<file path="config.mk">
export PLATFORM = sky130hd
export DESIGN_NAME = router_nch_voq
export DESIGN_NICKNAME = d
export VERILOG_FILES = /design/src/rtl/router_pkg.sv /design/src/rtl/router_chan_fifo.sv /design/src/rtl/router_nch_voq.sv
export SDC_FILE = /design/constraint.sdc
export NUM_CORES = 1
export LEC_CHECK = 0
export ABC_CLOCK_PERIOD_IN_PS = 5830
export CAP_MARGIN = 20
export CORE_MARGIN = 4
export CORE_UTILIZATION = 42
export DETAILED_ROUTE_END_ITERATION = 8
export HOLD_SLACK_MARGIN = 0.03
export PLACE_DENSITY_LB_ADDON = 0.12
export SYNTH_ARGS = -nofsm -noshare
export SYNTH_HDL_FRONTEND = slang
export SYNTH_SLANG_ARGS = --single-unit
</file>
<file path="constraint.sdc">
create_clock -name clk_i -period 5.83 [get_ports clk_i]
set_input_delay 1.166 -clock clk_i [delete_from_list [all_inputs] [get_ports clk_i]]
set_output_delay 1.166 -clock clk_i [all_outputs]
set_load 0.005 [all_outputs]
</file>
<file path="src/rtl/router_pkg.sv">
// Shared constants and helpers for the N-channel VOQ router.
// Statistics counters exist only when ROUTER_STATS_EN is defined.
package router_pkg;

    localparam int unsigned DEF_N_CH       = 32'd4;
    localparam int unsigned DEF_DATA_W     = 32'd8;
    localparam int unsigned DEF_FIFO_DEPTH = 32'd4;
    localparam int unsigned DEF_CNT_W      = 32'd16;

    function automatic int unsigned addr_w(input int unsigned n_ch);
        return (n_ch < 32'd2) ? 32'd1 : $clog2(n_ch);
    endfunction

    function automatic int unsigned pkt_w(input int unsigned n_ch, input int unsigned data_w);
        return addr_w(n_ch) + data_w;
    endfunction

    // Saturating increment of a w-bit value carried in a 64-bit container.
    function automatic logic [63:0] sat_inc(input logic [63:0] v, input int unsigned w);
        logic [63:0] max_v;
        max_v = (w >= 32'd64) ? {64{1'b1}} : ((64'd1 << w) - 64'd1);
        if (v >= max_v) begin
            return max_v;
        end else begin
            return v + 64'd1;
        end
    endfunction

endpackage

</file>
<file path="src/rtl/router_chan_fifo.sv">
// Single-channel FIFO with explicit pointer wrap and occupancy counter.
// Head payload reads as zero while the FIFO is empty.
module router_chan_fifo #(
    parameter int unsigned DATA_W     = 32'd8,
    parameter int unsigned FIFO_DEPTH = 32'd4
) (
    input  logic              clk_i,
    input  logic              rst_ni,
    input  logic              push_i,
    input  logic [DATA_W-1:0] data_i,
    input  logic              pop_i,
    output logic              full_o,
    output logic              empty_o,
    output logic [DATA_W-1:0] head_o
);

    localparam int unsigned PTR_W = $clog2(FIFO_DEPTH);
    localparam int unsigned OCC_W = $clog2(FIFO_DEPTH + 32'd1);

    logic [DATA_W-1:0] mem_q [FIFO_DEPTH];
    logic [DATA_W-1:0] mem_d [FIFO_DEPTH];
    logic [PTR_W-1:0]  wr_ptr_q, wr_ptr_d, rd_ptr_q, rd_ptr_d;
    logic [OCC_W-1:0]  cnt_q, cnt_d;
    logic              push_s, pop_s;

    assign full_o  = (cnt_q == OCC_W'(FIFO_DEPTH));
    assign empty_o = (cnt_q == '0);
    assign push_s  = push_i & ~full_o;
    assign pop_s   = pop_i & ~empty_o;

    always_comb begin
        mem_d    = mem_q;
        wr_ptr_d = wr_ptr_q;
        rd_ptr_d = rd_ptr_q;
        if (push_s) begin
            mem_d[wr_ptr_q] = data_i;
            wr_ptr_d = (wr_ptr_q == PTR_W'(FIFO_DEPTH - 32'd1)) ? '0 : wr_ptr_q + PTR_W'(1);
        end else begin
            wr_ptr_d = wr_ptr_q;
        end
        if (pop_s) begin
            rd_ptr_d = (rd_ptr_q == PTR_W'(FIFO_DEPTH - 32'd1)) ? '0 : rd_ptr_q + PTR_W'(1);
        end else begin
            rd_ptr_d = rd_ptr_q;
        end
        case ({push_s, pop_s})
            2'b10:   cnt_d = cnt_q + OCC_W'(1);
            2'b01:   cnt_d = cnt_q - OCC_W'(1);
            default: cnt_d = cnt_q;
        endcase
        if (empty_o) begin
            head_o = '0;
        end else begin
            head_o = mem_q[rd_ptr_q];
        end
    end

    always_ff @(posedge clk_i or negedge rst_ni) begin
        if (!rst_ni) begin
            wr_ptr_q <= '0;
            rd_ptr_q <= '0;
            cnt_q    <= '0;
        end else begin
            wr_ptr_q <= wr_ptr_d;
            rd_ptr_q <= rd_ptr_d;
            cnt_q    <= cnt_d;
        end
    end

    // Storage is never read while empty, so it needs no reset.
    always_ff @(posedge clk_i) begin
        mem_q <= mem_d;
    end

endmodule

</file>
<file path="src/rtl/router_nch_voq.sv">
// 1-to-N packet router with one output queue per channel; out-of-range addresses are dropped.
// Optional statistics ports are enabled with ROUTER_STATS_EN.
module router_nch_voq
    import router_pkg::*;
#(
    parameter  int unsigned N_CH       = DEF_N_CH,
    parameter  int unsigned DATA_W     = DEF_DATA_W,
    parameter  int unsigned FIFO_DEPTH = DEF_FIFO_DEPTH,
`ifdef ROUTER_STATS_EN
    parameter  int unsigned CNT_W      = DEF_CNT_W,
`endif
    localparam int unsigned ADDR_W     = addr_w(N_CH),
    localparam int unsigned PKT_W      = pkt_w(N_CH, DATA_W)
) (
    input  logic                        clk_i,
    input  logic                        rst_ni,
    input  logic                        valid_i,
    input  logic [PKT_W-1:0]            data_i,
    output logic                        ready_o,
    output logic                        drop_o,
    output logic [N_CH-1:0]             valid_o,
    output logic [N_CH-1:0][DATA_W-1:0] data_o,
`ifdef ROUTER_STATS_EN
    output logic [N_CH-1:0][CNT_W-1:0]  pkt_cnt_o,
    output logic [CNT_W-1:0]            drop_cnt_o,
`endif
    input  logic [N_CH-1:0]             ready_i
);

    localparam int unsigned N_SLOT = 32'd1 << ADDR_W;
    localparam logic [ADDR_W:0] N_CH_L = (ADDR_W + 1)'(N_CH);

    logic [ADDR_W-1:0] dest_s;
    logic              valid_dest_s;
    logic [N_CH-1:0]   full_s, empty_s, push_s, pop_s;
    logic [N_SLOT-1:0] full_ext_s;
    logic              drop_q, drop_d;

    // Address decode, sink-and-drop readiness and per-channel push/pop strobes.
    always_comb begin
        dest_s       = data_i[PKT_W-1 -: ADDR_W];
        valid_dest_s = ({1'b0, dest_s} < N_CH_L);
        full_ext_s   = N_SLOT'(full_s);
        if (valid_dest_s) begin
            ready_o = ~full_ext_s[dest_s];
        end else begin
            ready_o = 1'b1;
        end
        for (int c = 0; c < int'(N_CH); c++) begin
            push_s[c] = valid_i & ready_o & valid_dest_s & (dest_s == ADDR_W'(c));
            pop_s[c]  = ~empty_s[c] & ready_i[c];
        end
        drop_d = valid_i & ~valid_dest_s;
    end

    assign valid_o = ~empty_s;
    assign drop_o  = drop_q;

    for (genvar g = 0; g < int'(N_CH); g++) begin : g_chan
        router_chan_fifo #(
            .DATA_W     (DATA_W),
            .FIFO_DEPTH (FIFO_DEPTH)
        ) u_fifo (
            .clk_i   (clk_i),
            .rst_ni  (rst_ni),
            .push_i  (push_s[g]),
            .data_i  (data_i[DATA_W-1:0]),
            .pop_i   (pop_s[g]),
            .full_o  (full_s[g]),
            .empty_o (empty_s[g]),
            .head_o  (data_o[g])
        );
    end

    always_ff @(posedge clk_i or negedge rst_ni) begin
        if (!rst_ni) begin
            drop_q <= 1'b0;
        end else begin
            drop_q <= drop_d;
        end
    end

`ifdef ROUTER_STATS_EN
    logic [N_CH-1:0][CNT_W-1:0] pkt_cnt_q, pkt_cnt_d;
    logic [CNT_W-1:0]           drop_cnt_q, drop_cnt_d;

    // Saturating pop and drop counters.
    always_comb begin
        for (int c = 0; c < int'(N_CH); c++) begin
            if (pop_s[c]) begin
                pkt_cnt_d[c] = CNT_W'(sat_inc(64'(pkt_cnt_q[c]), CNT_W));
            end else begin
                pkt_cnt_d[c] = pkt_cnt_q[c];
            end
        end
        if (drop_d) begin
            drop_cnt_d = CNT_W'(sat_inc(64'(drop_cnt_q), CNT_W));
        end else begin
            drop_cnt_d = drop_cnt_q;
        end
    end

    always_ff @(posedge clk_i or negedge rst_ni) begin
        if (!rst_ni) begin
            pkt_cnt_q  <= '0;
            drop_cnt_q <= '0;
        end else begin
            pkt_cnt_q  <= pkt_cnt_d;
            drop_cnt_q <= drop_cnt_d;
        end
    end

    assign pkt_cnt_o  = pkt_cnt_q;
    assign drop_cnt_o = drop_cnt_q;
`endif

endmodule

</file>
## Word level (Yosys, flattened, before mapping)

Index checks and enable logic that the tools add are counted.

- $add $sub $neg: 16
- Mux-type cells: 42
- Order comparisons: 13
- Bitwise gates (word level): 35
- Equality and inequality tests: 23
- Reduce and logical (&&, ||, !) cells: 13

Operators by type and width:

| operator | count |
|---|---|
| 32-bit bitwise mux | 4 |
| 8-bit two-way mux | 16 |
| 8-bit binary-select mux with 2-bit select | 4 |
| 8-bit demux with 2-bit select | 4 |
| 2-bit == test (second input constant) | 14 |
| 3-bit greater-or-equal comparator (second input constant) | 8 |
| 2-bit inverter with 3-bit output | 8 |
| 3-bit one-hot mux with 2 select lines | 4 |
| 1-bit AND | 17 |
| 2-bit by 1-bit adder with 2-bit output (second input constant) | 8 |
| 2-bit two-way mux | 8 |
| 3-bit by 1-bit adder with 3-bit output (second input constant) | 4 |
| 3-bit == test (second input constant) | 4 |
| 3-bit zero test | 4 |
| 3-bit by 1-bit less-than comparator with 1-bit output (second input constant) | 4 |
| 3-bit by 1-bit subtractor with 3-bit output (second input constant) | 4 |
| 2-bit by 1-bit == test with 1-bit output (second input constant) | 5 |
| 1-bit inverter | 9 |
| 2-bit nonzero test | 4 |
| 1-bit logical AND | 4 |
| 4-bit inverter | 1 |
| 2-bit by 3-bit less-than comparator with 1-bit output (second input constant) | 1 |
| 1-bit binary-select mux with 2-bit select | 1 |
| 2-bit zero test | 1 |
| 1-bit two-way mux | 1 |

- Register bits: 156
- Output and inout bits: 38
- Word-level logic and storage cells: 170

## Logic depth before layout (Yosys ltp)

- Word-level depth: 9
- Depth in mapped cells: 10
- Gate-level depth less buffers: 9

## Modules after synthesis

From an unflattened synthesis, not the netlist that was laid out.

- Cells, all modules: 373
- Area total of the unflattened synthesis: 6844.1 um^2

Modules (own cells, without submodules):

| module | cells each | area each (um^2) | instances | seq. area each (um^2) |
|---|---|---|---|---|
| router_chan_fifo (g_chan[0].u_fifo ...) | 89 | 1680.4 | 3 | 1136.1 |
| router_chan_fifo (g_chan[3].u_fifo) | 89 | 1687.9 | 1 | 1136.1 |
| router_nch_voq | 17 | 115.1 | 1 | 0.0 |

## Worst setup path before layout

OpenSTA, ideal clock, no wires.

- Kind: input port to output port
- Start: input data_i[9]
- End: output ready_o
- Path slack: 3.020 ns
- Cell stages on the path: 1
- Path buffers: 0
- Data required time: 4.664 ns
- Data arrival time: 1.644 ns
- Path through: mux4_2

- Cells in the longest elaborated chain, start to end: 3

Ends and longest elaborated chain:

| element | line | text |
|---|---|---|
| start: declaration | router_nch_voq.sv:18 | `input logic [PKT_W-1:0] data_i,` |
| 1-bit binary-select mux with 2-bit select | router_nch_voq.sv:45 | `ready_o = ~full_ext_s[dest_s];` |
| 1-bit two-way mux (implied by the code) | router_nch_voq.sv:45 |  |
| 1-bit inverter | router_nch_voq.sv:45 |  |
| end: declaration | router_nch_voq.sv:19 | `output logic ready_o,` |

No other way between the ends. The select of a mux whose other input is x is not followed.

## Worst setup path in the final report

Ends and elaborated chain as after synthesis.

==> metrics.yaml <==
critical_path:
  critPathMaxStageDelay_ns: 0.64
  slowest_stage: "clkdlybuf4s50_1"
  crit_chain: "clkdlybuf4s50_1, mux4_2, clkdlybuf4s50_1"
  cp-end-kind: "output port"
  cpMostUsedCell: "clkdlybuf4s50_1"
  cp_top_family: "buffers and inverters"
  r2r_setup_slack_ns: 3.46
  worstPathRequired_ns: 4.66
  rr_worst_depth: 9
  crit_start: "data_i[9]"
  cp.arrival_ns: 2.86
  path_max_fanout: 5
  worst-setup-path-type: "input port to output port"
  r2r_end: "g_chan[2].u_fifo.cnt_q[2]"
  critPathBufInv: 2
  r2r_start: "g_chan[2].u_fifo.cnt_q[0]"
  start_kind: "input port"
synthesis:
  syn_avg_cell_area_um2: 18.0
  ys_warn_count: 0
  netlist_area_um2: 6700
  synth-edff-count: 128
  ys_ff_latch: 156
  yosysSeqAreaShare_pct: 67.8
  synthCells: 372
  async_reset_ff_share_pct: 17.9
  syn_nets: 417
  synthFlopType: "edfxtp_1"
  synth_cell_types: 29
hold_path:
  hold_path.class: "flop to flop"
  min_from: "g_chan[2].u_fifo.cnt_q[2]"
  hold_path_end: "g_chan[2].u_fifo.cnt_q[2]"
  min_delay_path_depth: 1
sta:
  slew_headroom_pct: 49.9
  worst_pin_slew_ns: 0.749
  final-setup-viol-count: 0
  rsz0062_at_grt: "false"
  period_share_pct: 69.1
  period_needed_ns: 4.03
  slew_violations: 0
  fmax_mhz: 248
  finalHoldViolCount: 0
  finalSetupTns_ns: 0
  finalClockSkew_ns: 0.00939
place:
  io_buffers: 53
  gpl.final_weighted_congestion: 0.753
  place_hpwl_mm: 7.60
cts:
  cts.htree.levels: 4
  cts_buffers: 17
  cts_tree: "done"
  clockBufferDepth: 2
  clock_latency_ns: 0.41
  postCtsSetupRepairBufs: 0
  cts_resized: 0
  clock-sinks: 156
  cts-root-buf: "clkbuf_16"
  postCtsHoldBufs: 0
  clk_pin_slew_ns: 0.05
layout:
  final_layout_size_suffix_gt1_share_pct: 20.0
  fin_util_pct: 51.6
  multiInputGateArea_um2: 1980
  antenna_cells: 0
  area_delta_synth_final_pct: 18.7
  fillCellCount: 1280
  nNetsFinal: 476
  seqCellArea_um2: 4540
grt:
  grt_max_degree: 29
  grt_pass1_wl_mm: 18.9
  antenna_found_initial: 0
  grt.overflow.total: 0
  grtUsageTotal_pct: 14.2
  grt_pass1_vias: 3379
power_and_ir_drop:
  p_per_area_nw_per_um2: 475
  peakVddDrop_mv: 0.207
  finalPower_uw: 3780
  p_leak_uw: 0.00284
floorplan:
  die_x_um: 134
  start_util_pct: 43.4
  io_pins: 55
  die-area_um2: 18000
  dieHeight_um: 134
  core_region_area_um2: 15400
  rows: 45
drt:
  viasPerCell: 4.88
  dr.pass1.iters: 4
  wl_mm: 11.9
  vias: 3198
  remaining_drc_errors: 0
  drtIter0Drc: 250
  routedWlPerCell_um: 18.2
  ant_nets: 0
run_status:
  outcome: "finished, final reports clean"
run:
  drv_cap: 0
==> flip-flops by register name (all words and copies together), names as in the netlist <==
signal	flops
g_chan.u_fifo.cnt_q	12
g_chan.u_fifo.rd_ptr_q	8
g_chan.u_fifo.wr_ptr_q	8
g_chan.u_fifo.mem_q	128
==> report_power, final <==
group          internal (µW)  switching [µW]  leakage [µW]  total [µW]
combinational            768             419       0.00108        1190
sequential              1360             226       0.00149        1590
clock                    601             400      0.000268        1000
==> kinds of logic (layout without fill, tap and decap cells) <==
group | after synthesis | after routing | share of synthesized area, %
DFF | 156 | 156 | 67.8
and+or+nand+nor | 80 | 80 | 7.06
muxes | 51 | 51 | 14.3
buffers and inverters | 39 | 111 | 2.69
adders and majority gates | 28 | 28 | 5.68
xor gates and xnor gates | 12 | 12 | 1.57
AOI/OAI and AO/OA | 5 | 5 | 0.822
other | 1 | 1 | 0.0560
==> worst reg2reg max path, stage by stage, from the launching register on <==
cell and delay, ns:
dfrtp_1 0.41, or3b_1 0.42, and4b_1 0.34, inv_1 0.11
ha_1 0.18, inv_1 0.06, fa_1 0.37, xor2_1 0.15
nor2_1 0.11, xor2_1 0.15
==> final cells by class <==
class                   instances  share of cell area [%]
repair buffers                 54                    6.76
inverters                      25                    1.18
multi-input cells             177                    24.8
clock inverters                10                   0.928
flip-flops and latches        156                    57.1
clock buffers                  22                    5.84
well taps                     211                    3.32
==> cell usage in the layout (no fill, tap or decap) <==
| master | n |
|---|---|
| edfxtp_1 | 128 |
| clkdlybuf4s50_1 | 53 |
| and2_1 | 40 |
| mux4_2 | 33 |
| dfrtp_1 | 28 |
| inv_1 | 25 |
| ha_1 | 24 |
| clkbuf_16 | 17 |
| nor2_1 | 15 |
| mux2_2 | 12 |
| and2_2 | 8 |
| xor2_1 | 8 |
| nand2_1 | 6 |
| or3_1 | 4 |
| and2_4 | 4 |
| xnor2_1 | 4 |
| mux2_4 | 4 |
| fa_1 | 4 |
| clkinv_2 | 4 |
| clkinv_1 | 4 |
| clkbuf_1 | 3 |
| mux2i_1 | 2 |
| o21ai_0 | 2 |
| clkbuf_8 | 2 |
| a211oi_2 | 1 |
| nand3_1 | 1 |
| a21oi_1 | 1 |
| a2111oi_4 | 1 |
| or3b_1 | 1 |
| and4b_1 | 1 |
| conb_1 | 1 |
| bufinv_16 | 1 |
| clkinv_4 | 1 |
| buf_4 | 1 |
==> cell usage after synthesis, drive strengths merged (2+ instances only) <==
cell type / instances / share of area [%]
dfrtp: 28 / 10
o21ai: 2 / 0.15
mux2: 16 / 2.9
mux4: 33 / 11
nor2: 15 / 0.84
clkbuf: 4 / 0.22
inv: 25 / 1.4
xnor2: 4 / 0.52
fa: 4 / 1.2
ha: 24 / 4.5
nand2: 6 / 0.34
or3: 4 / 0.37
and2: 52 / 5.2
mux2i: 2 / 0.30
buf: 10 / 1.1
xor2: 8 / 1.0
edfxtp: 128 / 57
==> worst max path at each step <==
stage / cells after the start / endpoint
after floorplan: 1 / ready_o
after global placement: 3 / ready_o
after detailed placement: 3 / ready_o
after CTS: 3 / ready_o
after global routing: 3 / ready_o
final: 3 / ready_o
==> layer usage <==
metal	global-route usage [%]	share of wire [%]	up-vias
li1	-	-	1492
met1	19.2	46	1645
met2	22.3	49	54
met3	4.28	3.8	7
met4	4.58	0.76	0
met5	0	0	-
==> through the flow <==
step / hold slack [ns] / worst slack (ns) / std cells / area (µm²)
floorplan: 0.446 / 3.02 / 372 / 6700
global placement: 0.463 / 1.78 / 623 / 7420
detailed placement: 0.466 / 1.77 / 623 / 7420
CTS: 0.477 / 1.77 / 655 / 7950
global route: 0.509 / 1.74 / 655 / 7950
finish: 0.474 / 1.80 / 655 / 7950
Note: power is estimated with default switching activity, not from simulation.
